## src/rtl/ctr_buffer_ctrl_pkg.sv

```systemverilog
// -----------------------------------------------------------------------------
// ctr_buffer_ctrl_pkg
// Shared types for the control-transfer-record (CTR) buffer controller:
//   - core configuration struct and its empty default
//   - privilege level, transfer type and record source/target types
//   - the buffer state enum and the stored record struct
//   - a helper mapping a privilege level onto its recording-enable bit
// -----------------------------------------------------------------------------
package ctr_buffer_ctrl_pkg;

  // Record PCs are stored without bit 0, so they are XLEN-1 bits wide.
  localparam int unsigned CtrXlen = 64;

  typedef struct packed {
    int unsigned XLEN;
  } cva6_cfg_t;

  localparam cva6_cfg_t CtrCfgEmpty = '{XLEN: CtrXlen};

  typedef enum logic [1:0] {
    PRIV_LVL_U = 2'b00,
    PRIV_LVL_S = 2'b01,
    PRIV_LVL_M = 2'b11
  } priv_lvl_t;

  typedef logic [3:0] ctr_type_t;

  typedef struct packed {
    logic [CtrXlen-2:0] pc;
    logic               v;
  } ctrsource_rv_t;

  typedef struct packed {
    logic [CtrXlen-2:0] pc;
    logic               misp;
  } ctrtarget_rv_t;

  typedef struct packed {
    ctrsource_rv_t source;
    ctrtarget_rv_t target;
    ctr_type_t     data;
  } ctr_record_t;

  typedef enum logic [1:0] {
    RUN    = 2'd0,
    FROZEN = 2'd1,
    CLEAR  = 2'd2
  } ctr_buf_state_e;

  // Enable bits are ordered U, S, M; the reserved level 2 never records.
  function automatic logic priv_enabled(input priv_lvl_t lvl, input logic [2:0] en);
    case (lvl)
      PRIV_LVL_U: return en[0];
      PRIV_LVL_S: return en[1];
      PRIV_LVL_M: return en[2];
      default:    return 1'b0;
    endcase
  endfunction

endpackage

```

## src/rtl/ctr_buffer_ctrl_ram.sv

```systemverilog
// -----------------------------------------------------------------------------
// ctr_record_ram
// Flop-based record storage, NrEntries deep, one synchronous write port and
// one asynchronous read port. Synchronous active-low reset zeroes every entry.
// Ports:
//   clk_i, rst_ni      clock, synchronous active-low reset
//   we_i/waddr_i/wdata_i  write enable, address, record
//   raddr_i/rdata_o    combinational read address and record
// -----------------------------------------------------------------------------
module ctr_record_ram
  import ctr_buffer_ctrl_pkg::*;
#(
  parameter int unsigned NrEntries = 16
) (
  input  logic                         clk_i,
  input  logic                         rst_ni,
  input  logic                         we_i,
  input  logic [$clog2(NrEntries)-1:0] waddr_i,
  input  ctr_record_t                  wdata_i,
  input  logic [$clog2(NrEntries)-1:0] raddr_i,
  output ctr_record_t                  rdata_o
);

  ctr_record_t r_mem [NrEntries];

  // Reset clears every entry so that an unwritten slot reads back as invalid.
  always_ff @(posedge clk_i) begin
    if (!rst_ni) begin
      for (int i = 0; i < int'(NrEntries); i++) begin
        r_mem[i] <= '0;
      end
    end else if (we_i) begin
      r_mem[waddr_i] <= wdata_i;
    end
  end

  assign rdata_o = r_mem[raddr_i];

endmodule

```

## src/rtl/ctr_buffer_ctrl.sv

```systemverilog
// -----------------------------------------------------------------------------
// ctr_buffer_ctrl
// Circular control-transfer-record buffer with privilege/type filtering,
// freeze and an entry-by-entry clear sequence.
// Ports:
//   clk_i, rst_ni                   clock, synchronous active-low reset
//   emit_source_i/target_i/data_i   emitted record (source.v qualifies it)
//   priv_lvl_i                      privilege level of the emitted record
//   cfg_priv_en_i, cfg_type_inh_i   privilege enables (U,S,M) / type inhibits
//   freeze_i, unfreeze_i            freeze control pulses
//   clear_req_i                     buffer clear pulse
//   wrptr_we_i, wrptr_wdata_i       CSR write of the write pointer
//   rd_idx_i -> rd_*_o              logical read (0 = newest), combinational
//   wrptr_o, frozen_o, clear_busy_o status
//   drop_o                          valid record lost to freeze or clear
// -----------------------------------------------------------------------------
module ctr_buffer_ctrl
  import ctr_buffer_ctrl_pkg::*;
#(
  parameter cva6_cfg_t   CVA6Cfg   = CtrCfgEmpty,
  parameter int unsigned NrEntries = 16
) (
  input  logic                              clk_i,
  input  logic                              rst_ni,
  input  ctrsource_rv_t                     emit_source_i,
  input  ctrtarget_rv_t                     emit_target_i,
  input  ctr_type_t                         emit_data_i,
  input  priv_lvl_t                         priv_lvl_i,
  input  logic [2:0]                        cfg_priv_en_i,
  input  logic [2**$bits(ctr_type_t)-1:0]   cfg_type_inh_i,
  input  logic                              freeze_i,
  input  logic                              unfreeze_i,
  input  logic                              clear_req_i,
  input  logic                              wrptr_we_i,
  input  logic [$clog2(NrEntries)-1:0]      wrptr_wdata_i,
  input  logic [$clog2(NrEntries)-1:0]      rd_idx_i,
  output ctrsource_rv_t                     rd_source_o,
  output ctrtarget_rv_t                     rd_target_o,
  output ctr_type_t                         rd_data_o,
  output logic [$clog2(NrEntries)-1:0]      wrptr_o,
  output logic                              frozen_o,
  output logic                              clear_busy_o,
  output logic                              drop_o
);

  localparam int unsigned IdxW = $clog2(NrEntries);
  localparam logic [IdxW-1:0] LastIdx = IdxW'(NrEntries - 1);

  // Record layout is fixed by the package, so the core XLEN must agree with it.
  if (CVA6Cfg.XLEN != CtrXlen) begin : gen_xlen_check
    $error("ctr_buffer_ctrl: CVA6Cfg.XLEN does not match the record PC width");
  end
  if (NrEntries < 2 || NrEntries > 256 || (2 ** IdxW) != NrEntries) begin : gen_depth_check
    $error("ctr_buffer_ctrl: NrEntries must be a power of 2 from 2 to 256");
  end

  ctr_buf_state_e  r_state, w_state_nxt;
  logic [IdxW-1:0] r_wrptr, w_wrptr_nxt;
  logic [IdxW-1:0] r_clr_cnt, w_clr_cnt_nxt;
  logic            r_freeze_pend, w_freeze_pend_nxt;

  logic            w_valid, w_accept;
  logic            w_ram_we;
  logic [IdxW-1:0] w_ram_waddr, w_rd_phys;
  ctr_record_t     w_ram_wdata, w_rd_rec;

  assign w_valid  = emit_source_i.v;
  assign w_accept = w_valid && (r_state == RUN)
                  && priv_enabled(priv_lvl_i, cfg_priv_en_i)
                  && !cfg_type_inh_i[emit_data_i];

  // Next-state logic. Outside CLEAR a CSR pointer write overrides the accept
  // increment (the record still lands at the old pointer), and a clear request
  // overrides everything. Inside CLEAR a freeze pulse is remembered so the
  // sequence can finish into FROZEN instead of RUN.
  always_comb begin
    w_state_nxt       = r_state;
    w_wrptr_nxt       = r_wrptr;
    w_clr_cnt_nxt     = r_clr_cnt;
    w_freeze_pend_nxt = r_freeze_pend;
    case (r_state)
      RUN, FROZEN: begin
        if (w_accept)   w_wrptr_nxt = r_wrptr + 1'b1;
        if (wrptr_we_i) w_wrptr_nxt = wrptr_wdata_i;
        if (clear_req_i) begin
          w_state_nxt       = CLEAR;
          w_wrptr_nxt       = '0;
          w_clr_cnt_nxt     = '0;
          w_freeze_pend_nxt = 1'b0;
        end else if ((r_state == RUN) && freeze_i) begin
          w_state_nxt = FROZEN;
        end else if ((r_state == FROZEN) && unfreeze_i && !freeze_i) begin
          w_state_nxt = RUN;
        end
      end
      CLEAR: begin
        w_freeze_pend_nxt = r_freeze_pend | freeze_i;
        if (clear_req_i) begin
          w_clr_cnt_nxt = '0;
        end else if (r_clr_cnt == LastIdx) begin
          w_state_nxt       = (r_freeze_pend | freeze_i) ? FROZEN : RUN;
          w_clr_cnt_nxt     = '0;
          w_freeze_pend_nxt = 1'b0;
        end else begin
          w_clr_cnt_nxt = r_clr_cnt + 1'b1;
        end
      end
      default: begin
        w_state_nxt = RUN;
      end
    endcase
  end

  // State registers; reset wins over any in-flight clear sequence.
  always_ff @(posedge clk_i) begin
    if (!rst_ni) begin
      r_state       <= RUN;
      r_wrptr       <= '0;
      r_clr_cnt     <= '0;
      r_freeze_pend <= 1'b0;
    end else begin
      r_state       <= w_state_nxt;
      r_wrptr       <= w_wrptr_nxt;
      r_clr_cnt     <= w_clr_cnt_nxt;
      r_freeze_pend <= w_freeze_pend_nxt;
    end
  end

  // The single write port is shared: CLEAR zeroes the entry under the counter,
  // otherwise an accepted record goes to the current write pointer.
  always_comb begin
    w_ram_we    = w_accept;
    w_ram_waddr = r_wrptr;
    w_ram_wdata = '{source: emit_source_i, target: emit_target_i, data: emit_data_i};
    if (r_state == CLEAR) begin
      w_ram_we    = 1'b1;
      w_ram_waddr = r_clr_cnt;
      w_ram_wdata = '0;
    end
  end

  // Logical index 0 is the slot just behind the write pointer (newest record).
  assign w_rd_phys = r_wrptr - 1'b1 - rd_idx_i;

  ctr_record_ram #(
    .NrEntries (NrEntries)
  ) i_ctr_record_ram (
    .clk_i   (clk_i),
    .rst_ni  (rst_ni),
    .we_i    (w_ram_we),
    .waddr_i (w_ram_waddr),
    .wdata_i (w_ram_wdata),
    .raddr_i (w_rd_phys),
    .rdata_o (w_rd_rec)
  );

  // Outputs are forced quiet while reset is held.
  assign rd_source_o  = rst_ni ? w_rd_rec.source : '0;
  assign rd_target_o  = rst_ni ? w_rd_rec.target : '0;
  assign rd_data_o    = rst_ni ? w_rd_rec.data   : '0;
  assign wrptr_o      = r_wrptr;
  assign frozen_o     = rst_ni && (r_state == FROZEN);
  assign clear_busy_o = rst_ni && (r_state == CLEAR);
  assign drop_o       = rst_ni && w_valid && (r_state != RUN);

endmodule

```

## config.mk

```make
export PLATFORM = sky130hd
export DESIGN_NAME = ctr_buffer_ctrl
export DESIGN_NICKNAME = d
export VERILOG_FILES = /design/src/rtl/ctr_buffer_ctrl_pkg.sv /design/src/rtl/ctr_buffer_ctrl_ram.sv /design/src/rtl/ctr_buffer_ctrl.sv
export SDC_FILE = /design/constraint.sdc
export NUM_CORES = 2
export LEC_CHECK = 0
export BUFFER_PORTS_ARGS = -buffer_cell sky130_fd_sc_hd__buf_2
export CELL_PAD_IN_SITES_DETAIL_PLACEMENT = 1
export CELL_PAD_IN_SITES_GLOBAL_PLACEMENT = 1
export CORE_UTILIZATION = 40
export CTS_CLUSTER_DIAMETER = 50
export DETAILED_ROUTE_END_ITERATION = 16
export GPL_TIMING_DRIVEN = 1
export MAX_ROUTING_LAYER = met4
export PLACE_DENSITY_LB_ADDON = 0.12
export SYNTH_ARGS = -nofsm -noshare
export SYNTH_HDL_FRONTEND = slang
export SYNTH_HIERARCHICAL = 1
export SYNTH_SLANG_ARGS = --single-unit
```

## constraint.sdc

```tcl
create_clock -name clk_i -period 30.7 [get_ports clk_i]
set_input_delay 0 -clock clk_i [delete_from_list [all_inputs] [get_ports clk_i]]
set_output_delay 0 -clock clk_i [all_outputs]
set_load 0.03 [all_outputs]
```

==> Word level (Yosys, flattened, before mapping) <==
Memory sizes are Yosys's and may differ from the RTL's.
Index checks and enable logic that the tools add are counted.
{ "totals": {"ff_bits": 11, "ram_bits": 2112, "input_bits": 167, "output_inout_bits": 139, "wordCells": 76, "memories": 1} }
{ "memory_table": {"columns": ["memory", "depth", "word_bits", "read_ports", "rd_clocked_by_memory_dff", "write_ports", "line", "text"], "rows": [
  ["i_ctr_record_ram.r_mem", 16, 132, 1, 0, 16, "ctr_buffer_ctrl_ram.sv:24", "ctr_record_t r_mem [NrEntries];"]
]} }
{ "op_classes": {"add_sub_neg": 4, "order_cmp": 1, "eq_ne": 9, "n_mux": 34, "bitwise": 1, "n_reduce_logical": 22} }
{ "op_table": {"columns": ["op", "n"], "rows": [
  ["132-bit 2-to-1 mux", 2],
  ["132-bit OR reduction", 1],
  ["64-bit 2-to-1 mux", 2],
  ["4-bit 2-to-1 mux", 9],
  ["1-bit 2-to-1 mux", 11],
  ["1-bit logical AND", 10],
  ["2-bit 2-to-1 mux", 5],
  ["4-bit by 1-bit adder with 4-bit output (second input constant)", 2],
  ["4-bit case mux with 2 select lines", 1],
  ["2-bit != test (second input constant)", 3],
  ["4-bit by 5-bit < comparator with 1-bit output (second input constant)", 1],
  ["1-bit binary-select mux with 4-bit select", 1],
  ["2-bit by 1-bit == test with 1-bit output (second input constant)", 2],
  ["2-bit == test (second input constant)", 2],
  ["4-bit == test (second input constant)", 1],
  ["2-bit zero test", 2],
  ["4-bit != test (second input constant)", 1],
  ["2-bit case mux with 2 select lines", 1],
  ["2-bit AND reduction", 2],
  ["2-bit nonzero test", 2],
  ["4-bit by 1-bit subtractor with 4-bit output (second input constant)", 1],
  ["4-bit subtractor", 1],
  ["1-bit case mux with 3 select lines", 1],
  ["3-bit AND reduction", 1],
  ["5 further kinds", 6]
]} }

==> Logic depth before layout (Yosys ltp) <==
{ "logic_depth": {"word_depth": 10, "depth_mapped": 12, "ltp_nobuf": 10} }

==> Modules after synthesis <==
Netlist, hierarchy kept.
{ "by_module_without_submodules": {"columns": ["mod", "n_inst", "cells_each", "area_each_um2", "seq_area_each_um2"], "rows": [
  ["ctr_record_ram", 1, 5657, 94388.0, 63420.8],
  ["ctr_buffer_ctrl", 1, 432, 2862.7, 220.2]
]} }

==> Worst setup path after synthesis <==
OpenSTA, ideal clock, no wires.
{ "synth_timing": {"path_kind": "reg2reg", "from": "register r_state[0]", "to": "memory i_ctr_record_ram/r_mem[3][0] (netlist bit), enable pin", "setup_ns": 0.806, "arrival_ns": 10.823, "required_time_ns": 29.894, "slack_ns": 19.071, "stages_incl_launch_ff": 9, "n_path_buf": 2, "synth_period_minus_slack_ns": 11.629, "path_cell_list": "dfxtp_1 > buf_2 > nand3b_1 > o22ai_2 > a31o_1 > nand2_1 > or3_1 > buf_2 > o21ai_0"} }
{ "synth_lines": {"columns": ["item", "line", "text"], "rows": [
  ["start, declared", "ctr_buffer_ctrl.sv:57", "ctr_buf_state_e r_state, w_state_nxt;"],
  ["start signal, assigned", "ctr_buffer_ctrl.sv:122", "r_state <= w_state_nxt;"],
  ["end, declared", "ctr_buffer_ctrl_ram.sv:24", null]
]} }

==> flow_summary_export.csv <==
group,metric,value,unit
synthesis,syn_area,0.0973,sq mm
floorplan,io_pins,306,
detailed_routing,wl_met2,154,mm
setup_path,end_kind,"output pin",
floorplan,rows,180,
hold_path,hp-class,"in2reg",
synthesis,yosysWarnings,6,
clocking,clock_path_buffers,4,
synthesis,synth_cell_types,62,
clocking,insertion_delay,0.92,ns
setup_path,crit_arrival,6.80,ns
setup_path,cp-start-kind,"flop",
synthesis,synth_fa_ha_area_share,0.0849,%
synthesis,synth_top_flop_cell,"edfxtp_1",
synthesis,synth-edff-count,2112,
detailed_routing,wl_met3,16.6,mm
clocking,cts_tree,"yes",
detailed_routing,routed.top_layer,"met4",
synthesis,synth_nets,6262,
setup_path,rrSetupSlack,24.54,ns
global_routing,grt_start_max_net_pins,133,
final_layout,fill_cells,23100,
final_layout,final_common_cell,"and2_1",
synthesis,yosys.area_share.simple,16.5,%
setup_path,reg2reg_to,"i_ctr_record_ram/r_mem[11][115]",
sta,finalMaxSlewViolations,0,
clocking,postCtsResizedCells,0,
synthesis,seq_area_frac_synth,65.4,%
clocking,clock-sinks,2123,
synthesis,synth_compound_gate_area_share,1.10,%
floorplan,die_w,495,microns
power_and_ir_drop,peakVddDrop,61.0,uV
hold_path,hold_depth,3,
global_routing,grt_pass1_vias,58500,
synthesis,netlist_instances,6089,
final_layout,drive_gt1_share,22.4,%
place,place.port_buffers,305,
final_layout,multiInputGateArea,0.0314,sq mm
global_routing,overflow,0,
global_routing,grt_pass1_wl,442,mm
floorplan,die-area,0.245,sq mm
detailed_routing,first_pass_iters,7,
final_layout,final_cell_mix,"2410 x and2_1, 2112 x edfxtp_1, 607 x mux4_2, 304 x buf_2, 296 x clkbuf_16",
sta,min_period,6.80,ns
status,run_status,"complete, no violations",
sta,finalSetupViolCount,0,
clocking,ctsHtreeMaxLevel,5,
synthesis,ys_async_sr_fraction,0,%
clocking,cts_buffers,288,
floorplan,die_h,495,microns
sta,rsz0062_at_grt,"false",
sta,setup_slack,23.90,ns
setup_path,r2r.worst_path.cells,8,
final_layout,seqCellArea,0.0636,sq mm
sta,fmax,147,MHz
sta,maxSlewHeadroom,21.2,%
hold_path,min_to,"i_ctr_record_ram/r_mem[2][0]",
setup_path,r2r-start,"r_state[0]",
setup_path,cp.required,30.70,ns
place,place_ws,24.48,ns
sta,post-route-period-util,22.1,%
detailed_routing,finalWirelength,312,mm
hold_path,min_from,"emit_data_i[0]",
global_routing,grt_use_total,26.4,%
sta,finalClockSkew,0.0377,ns
sta,tightest_slew,1.18,ns
synthesis,synth_top_family_by_area,"simple AND/OR/NAND/NOR gates",
detailed_routing,drtIter0Drc,5204,
detailed_routing,drc_errors,0,
setup_path,crit_type,"reg2out",
power_and_ir_drop,power_density,65.6,mW/mm^2
synthesis,muxShareOfSynthArea,14.3,%
place,gp_congestion,0.751,
clocking,cts_hold_buffers,151,
clocking,post_cts_buffers,0,
detailed_routing,ant_nets,0,
sta,holdWs,0.114,ns
power_and_ir_drop,p_leak,40.7,nW
detailed_routing,wirelength_met1,132,mm
final_layout,syn_to_final_growth,15.2,%
sta,finalHoldViolCount,0,
synthesis,synthXorXnorAreaFrac,0.0450,%
sta,fin_setup_tns,0,ns
synthesis,post_synth.cell_area_avg,16.0,sq um
final_layout,nets,6555,
clocking,cts.clk_slew.worst_paths,0.05,ns
floorplan,start_util,40.3,%
clocking,clockRootBuffer,"clkbuf_16",
flow_run,maxCapViolCount,0,
detailed_routing,vias,55100,
floorplan,core_area,0.241,sq mm
synthesis,yosys_register_bits,2123,
detailed_routing,drt-wirelength-per-cell,31.8,microns
place,dp_hpwl,160,mm
detailed_routing,routed_via_density,5.63,
setup_path,path_max_fanout,103,
global_routing,antenna_found_initial,40,
## logic make-up after synthesis
family                     count (synthesis)
AOI/OAI and AO/OA                        152
xor gates and xnor gates                   5
adders and majority gates                  6
buffers and inverters                    573
DFF                                     2123
muxes                                    628
and+or+nand+nor                         2602
## synth_stat cells (3+ instances only)
master	number	area share, %
a211oi_1	52	0.40
a21oi_1	15	0.077
a31oi_1	45	0.29
a32oi_1	3	0.027
and2_1	2410	16
buf_1	13	0.050
buf_2	78	0.40
buf_4	44	0.34
buf_6	10	0.12
clkbuf_1	389	1.5
clkbuf_2	32	0.16
dfxtp_1	11	0.23
edfxtp_1	2112	65
ha_1	5	0.064
inv_1	7	0.027
mux2i_1	19	0.20
mux4_2	607	14
nand2_1	113	0.44
nand2b_1	9	0.058
nand3_1	5	0.026
nor2_1	17	0.066
nor2_2	3	0.019
nor2b_1	27	0.17
nor3_2	3	0.031
o21ai_0	13	0.067
o21ai_1	3	0.015
xnor2_1	3	0.027
## report_power, final
part           total, mW  switching, mW  internal (mW)
Clock               3.15           1.27           1.88
Sequential          3.33         0.0325           3.30
Combinational      0.866          0.550          0.316
## stage by stage
step / cells / util [%] / area, sq um / power (mW)
after floorplan: 6089 / - / 97300 / 3.96
after global placement: 9126 / 42.1 / 102000 / 4.24
after detailed placement: 9126 / 42.1 / 102000 / 4.25
after CTS: 9757 / 46.4 / 112000 / 7.43
after global routing: 9774 / 46.4 / 112000 / 7.56
final: 9789 / 46.4 / 112000 / 7.34
## worst max-delay path: stages, from the launching register on
cell and delay, ns:
dfxtp_1 0.40, ha_4 0.21, fa_4 1.33, buf_4 0.88, buf_12 0.69, mux4_2 0.58
and2_1 0.17, a211oi_1 0.88, a31oi_1 0.18, and2_1 0.24, buf_2 0.19
## metal layers
| metal | GRT usage [%] | vias up |
|---|---|---|
| met5 | - | - |
| met4 | 7.78 | 0 |
| met3 | 3.40 | 464 |
| met2 | 43.1 | 1748 |
| met1 | 34.4 | 29900 |
| li1 | - | 23000 |
## state kept, by name, indices dropped and copies added (netlist names)
signal / flops
i_ctr_record_ram/r_mem: 2112
r_state: 2
wrptr_o: 4
r_freeze_pend: 1
r_clr_cnt: 4
## worst max-delay path by stage
| stage | from | end | slack, ns |
|---|---|---|---|
| 6_report | wrptr_o[0] | rd_source_o[4] | 23.90 |
| 2_1_floorplan | r_state[0] | i_ctr_record_ram/r_mem[3][0] | 19.07 |
| 3_5_place_dp | r_state[0] | i_ctr_record_ram/r_mem[11][115] | 24.48 |
| 4_1_cts | wrptr_o[0] | rd_source_o[4] | 23.78 |
| 5_1_grt | wrptr_o[0] | rd_source_o[4] | 23.70 |
| 3_3_place_gp | r_state[0] | i_ctr_record_ram/r_mem[6][24] | 24.55 |
## final cells by class
class	count	share of cell area (%)
Tap cell	3185	3.56
Timing Repair Buffer	569	3.64
Clock buffer	338	6.76
Multi-Input combinational cell	3393	28.0
Sequential cell	2123	56.8
Inverter	7	0.0257
Clock inverter	142	1.08
Antenna cell	32	0.0715
No activity file was read; power rests on OpenSTA's default activity.
